## config.mk

```make
export PLATFORM = sky130hd
export DESIGN_NAME = chroma_line_buf
export DESIGN_NICKNAME = d
export VERILOG_FILES = /design/src/rtl/chroma_lb_pkg.sv /design/src/rtl/chroma_lb_ram.sv /design/src/rtl/chroma_line_buf.sv
export SDC_FILE = /design/constraint.sdc
export NUM_CORES = 2
export LEC_CHECK = 0
export CORE_MARGIN = 3
export CORE_UTILIZATION = 34
export DETAILED_ROUTE_END_ITERATION = 6
export GPL_TIMING_DRIVEN = 0
export HOLD_SLACK_MARGIN = 0.03
export PLACE_DENSITY = 0.46
export SLEW_MARGIN = 20
export SYNTH_ARGS = -nofsm -noshare
export SYNTH_HDL_FRONTEND = slang
export SYNTH_HIERARCHICAL = 1
export SYNTH_SLANG_ARGS = --single-unit
```

## constraint.sdc

```tcl
create_clock -name clk -period 11.4 [get_ports clk]
set_input_delay 1.14 -clock clk [delete_from_list [all_inputs] [get_ports clk]]
set_output_delay 1.14 -clock clk [all_outputs]
set_load 0.05 [all_outputs]
```

## src/rtl/chroma_lb_pkg.sv

```systemverilog
// Shared constants for the chroma line buffer: DDR word geometry and default depth.
package chroma_lb_pkg;
  localparam int DDR_WORD_W          = 64;
  localparam int BYTE_W              = 8;
  localparam int BYTES_PER_WORD      = DDR_WORD_W / BYTE_W;
  localparam int LANE_W              = 3;
  localparam int DEFAULT_DEPTH_WORDS = 32;
endpackage

```

## src/rtl/chroma_lb_ram.sv

```systemverilog
// Generic simple dual-port RAM: one write port, one registered read-first read port.
// The read register has a synchronous clear so the output can be forced to zero.
module chroma_lb_ram #(
  parameter int DATA_W = 64,
  parameter int DEPTH  = 32,
  parameter int ADDR_W = $clog2(DEPTH)
) (
  input  logic              clk,
  input  logic              rd_rst_i,
  input  logic              we_i,
  input  logic [ADDR_W-1:0] waddr_i,
  input  logic [DATA_W-1:0] wdata_i,
  input  logic [ADDR_W-1:0] raddr_i,
  output logic [DATA_W-1:0] rdata_o
);
  logic [DATA_W-1:0] mem_q [DEPTH];
  logic [DATA_W-1:0] rdata_q;

  always_ff @(posedge clk) begin
    if (we_i) mem_q[waddr_i] <= wdata_i;
  end

  // Non-blocking update means a same-address read sees the pre-write word.
  always_ff @(posedge clk) begin
    if (rd_rst_i) rdata_q <= '0;
    else          rdata_q <= mem_q[raddr_i];
  end

  assign rdata_o = rdata_q;
endmodule

```

## src/rtl/chroma_line_buf.sv

```systemverilog
// Chroma line buffer: sequential 64-bit DDR word fill, byte-addressed registered read.
// Define CHROMA_LB_BIG_ENDIAN_EN to map byte lane 0 to wdata[63:56] instead of wdata[7:0].
module chroma_line_buf
  import chroma_lb_pkg::*;
#(
  parameter int DEPTH_WORDS = DEFAULT_DEPTH_WORDS
) (
  input  logic                                  clk,
  input  logic                                  reset,
  input  logic [DDR_WORD_W-1:0]                 wdata,
  input  logic                                  we,
  input  logic [$clog2(DEPTH_WORDS)+LANE_W-1:0] raddr,
  output logic [BYTE_W-1:0]                     q,
  output logic [$clog2(DEPTH_WORDS+1)-1:0]      wr_count,
  output logic                                  full,
  output logic                                  overflow
);
  localparam int AW = $clog2(DEPTH_WORDS);
  localparam int CW = $clog2(DEPTH_WORDS + 1);

  logic [CW-1:0]         wr_count_q, wr_count_d;
  logic                  overflow_q, overflow_d;
  logic [LANE_W-1:0]     lane_q;
  logic                  full_w;
  logic                  wr_en;
  logic [DDR_WORD_W-1:0] rd_word;
  logic [BYTE_W-1:0]     lane_bytes [BYTES_PER_WORD];

  assign full_w = (wr_count_q == CW'(DEPTH_WORDS));
  assign wr_en  = we && !full_w && !reset;

  always_comb begin
    wr_count_d = wr_count_q;
    overflow_d = overflow_q;
    if (wr_en)        wr_count_d = wr_count_q + CW'(1);
    if (we && full_w) overflow_d = 1'b1;
  end

  // Lane select is delayed to line up with the RAM's registered word.
  always_ff @(posedge clk) begin
    if (reset) begin
      wr_count_q <= '0;
      overflow_q <= 1'b0;
      lane_q     <= '0;
    end else begin
      wr_count_q <= wr_count_d;
      overflow_q <= overflow_d;
      lane_q     <= raddr[LANE_W-1:0];
    end
  end

  chroma_lb_ram #(
    .DATA_W (DDR_WORD_W),
    .DEPTH  (DEPTH_WORDS),
    .ADDR_W (AW)
  ) u_ram (
    .clk      (clk),
    .rd_rst_i (reset),
    .we_i     (wr_en),
    .waddr_i  (wr_count_q[AW-1:0]),
    .wdata_i  (wdata),
    .raddr_i  (raddr[AW+LANE_W-1:LANE_W]),
    .rdata_o  (rd_word)
  );

  for (genvar gi = 0; gi < BYTES_PER_WORD; gi++) begin : g_lane
`ifdef CHROMA_LB_BIG_ENDIAN_EN
    assign lane_bytes[gi] = rd_word[DDR_WORD_W-1-BYTE_W*gi -: BYTE_W];
`else
    assign lane_bytes[gi] = rd_word[BYTE_W*gi +: BYTE_W];
`endif
  end

  assign q        = lane_bytes[lane_q];
  assign wr_count = wr_count_q;
  assign full     = full_w;
  assign overflow = overflow_q;
endmodule

```

==> reports/qor.csv <==
stage,metric,value,unit
floorplanning,Core Region,0.233,mm2
synthesis,Synth warnings,6,
synthesis,"EDFF count, synth",2048,
cts,# hold bufs at CTS,0,
drt,Wirelength per Cell,35.6,um
synthesis,syn nets,3522,
placed_design,GPL Wtd Cong,0.772,
critical_path,"CP delay by family, top",buffers and inverters,
cts,CTS max path bufs,3,
layout,footprint of the multi-input gates,0.0163,mm2
grt,largest net degree at the start of global routing,33,
cts,post-CTS sizing,0,
layout,Sequential Area,0.0630,mm2
timing,normalized max-slew margin,19.8,%
cts,H-tree Lvls,4,
timing,period utilization,44.0,%
timing,Layout Skew,0.0278,ns
timing,Max Slew Vio Count,0,
critical_path,critical-path cell list,clkdlybuf4s50_1 > clkbuf_1 > nor3b_1 > nand3b_1 > nor2_4 > buf_16 > buf_16 > buf_16 > buf_16,
critical_path,Buf/Inv on CP,6,
synthesis,Yosys reg bits,2122,
grt,initial antenna violation count,28,
placed_design,dpl ws,5.58,ns
synthesis,Synth top area share,76.9,%
power_and_ir_drop,maximum VDD drop,154,uV
drt,DRT Pass-1 Iters,7,
critical_path,"Arr. time, crit path",5.56,ns
drt,Routed Antenna Nets,0,
layout,fin area,0.0954,mm2
cts,Worst-path clk slew,0.06,ns
placed_design,Final HPWL DP,179000,um
floorplanning,I/O pin count,91,
critical_path,Setup crit end kind,register,
timing,# setup viols final,0,
drt,vias per cell,5.52,
outcome,status,"finished, final reports clean",
synthesis,async set or reset register ratio after synthesis,0,%
floorplanning,chip height,491,um
critical_path,critical setup path kind,in -> reg,
floorplanning,die area,0.241,mm2
timing,final hold vios,0,
grt,first-pass GRT wire length,351000,um
placed_design,I/O Buffers,87,
cts,CTS tree,yes,
grt,met1 usage,30.7,%
grt,grt ovf,0,
min_path,hold path start,overflow,
grt,global-route usage over all layers,21.2,%
layout,"non-filler cells, final",7246,
power_and_ir_drop,Leak,29.8,nW
floorplanning,Site Rows,177,
run,max-cap violation count,0,
power_and_ir_drop,Cell Pwr Density,173,mW/mm2
grt,M3 GR Usage,3.40,%
synthesis,Syn Inst Count,3445,
synthesis,Syn Std Cell Area,0.0800,mm2
timing,Setup WS post-layout,6.39,ns
critical_path,CP Launch Type,primary input,
timing,Final min period,5.01,ns
critical_path,Worst Path Required,11.94,ns
drt,total vias in the final route,40023,
drt,DR DRC count,0,
timing,fmax,199,MHz
synthesis,Synth area leaders,"edfxtp_1 (77%), mux4_2 (14%), dfxtp_1 (1.9%)",
cts,Clock Latency Late Sink,0.86,ns
drt,routed wire length,258000,um
critical_path,"Max FO, Critical Path",13,
grt,M2 GR Usage,33.5,%
timing,unrepaired setup endpoints after global routing,false,
synthesis,Synth cell types,58,
cts,Sink Count,2122,
synthesis,"count leader, synth",edfxtp_1,
placed_design,placed cell count,6826,
critical_path,slowest CP cell,nor2_4,
synthesis,Synth top cells by count,"edfxtp_1 (2048), mux4_2 (512), a22oi_1 (109)",
grt,vias in the first global route,39653,
critical_path,CP dominant cell by count,buf_16,
synthesis,post-synthesis sequential area ratio,78.7,%
synthesis,"area leader, netlist",edfxtp_1,
grt,most used routing layer,met2,
critical_path,Setup crit start,reset,
layout,Nets,3993,
layout,share of layout cells above drive strength 1,29.3,%
cts,root buf cell,clkbuf_16,
synthesis,Main synth FF type,edfxtp_1,
critical_path,reg-to-reg critical path startpoint,wr_count[0],
layout,Filler cells,20326,
layout,synthesis-to-layout area growth,19.3,%
timing,Tightest Pin Transition,1.20,ns
critical_path,CP max stage delay,0.89,ns
floorplanning,starting density of the core,34.3,%
min_path,Hold Path Class,reg -> reg,
placed_design,placed inst area,0.0887,mm2
cts,Post-CTS Setup Inserts,0,
synthesis,syn avg cell area,23.2,um2
drt,drt first-iter violations,4818,
cts,Num CTS Buffers,219,
floorplanning,Chip Width,491,um
power_and_ir_drop,Total Power,0.0165,W
==> worst paths after layout <==
kind,endpoint,slack [ns],cells past startpoint
worst min register to register,overflow,0.47,2
worst min-delay path,overflow,0.47,2
worst max register to register,u_ram/mem_q[22][32],6.95,11
worst max-delay path,u_ram/mem_q[22][32],6.39,9
==> report_power, final <==
group / switching, W / internal, W
Sequential: 0.0000330 / 0.00862
Clock: 0.00301 / 0.00393
Combinational: 0.000615 / 0.000322
==> flip-flops by register name, indices dropped and copies added (netlist names) <==
name	cells
u_ram/mem_q	2048
u_ram/rdata_o	64
wr_count	6
lane_q	3
overflow	1
==> routing by layer <==
metal | vias up | part of all wire, % | wire [um]
met5 | - | 0.013 | 33
met4 | 4 | 2.7 | 7000
met3 | 327 | 6.5 | 16700
met2 | 1492 | 47 | 122000
met1 | 22390 | 44 | 112000
li1 | 15810 | - | -
==> cell usage in the layout (no fill, tap or decap), types with 11 or more instances in the layout <==
cell type        count
a211oi_1            12
a21o_1              26
a21oi_1             34
a22oi_1            109
buf_12              94
buf_16              62
buf_2              101
buf_4               33
buf_6               11
bufinv_16           12
clkbuf_1           136
clkbuf_16          223
clkbuf_2            20
clkdlybuf4s50_1     42
clkinv_1            43
clkinv_2            37
dfxtp_1             74
edfxtp_1          2048
mux2_2              24
mux2i_1             24
mux4_1              16
mux4_2             512
nand2_1             42
nor2_1              38
nor2_4              32
nor2b_1             17
nor3_1              12
o21ai_0             17
o22a_1              15
o22ai_1             41
==> logic make-up after synthesis <==
kind of cell	synth area share [%]
AND/OR/NAND/NOR	1.45
AO/OA/AOI/OAI	2.91
XOR/XNOR	0.0219
adder cells (fa/ha/maj)	0.0313
buffers and inverters	1.26
multiplexers	15.6
flip-flops	78.7
==> stage by stage <==
| stage | hold slack, ns | utilization, % | setup TNS, ns |
|---|---|---|---|
| CTS | 0.476 | 41.0 | 0 |
| global placement | 0.465 | 36.4 | -833.57 |
| detailed placement | 0.461 | 38.0 | 0 |
| global route | 0.532 | 40.9 | 0 |
| floorplan | 0.703 | - | 0 |
| finish | 0.471 | 40.9 | 0 |
==> worst min-delay path, delay by kind of cell (launching register included) <==
family | cells | cell delay [ns]
simple gates | 1 | 0.07
flops | 1 | 0.33
compound gates | 1 | 0.04
==> cell type report <==
cell class	count	area share, %
clock inverters	106	0.953
diodes	8	0.0210
plain buffers	191	1.07
flip-flops and latches	2122	66.0
clock buffers	305	6.28
repair buffers	250	4.52
inverters	5	0.0197
well taps	3132	4.11
multi-input cells	1127	17.0
(Power assumes the default switching activity.)
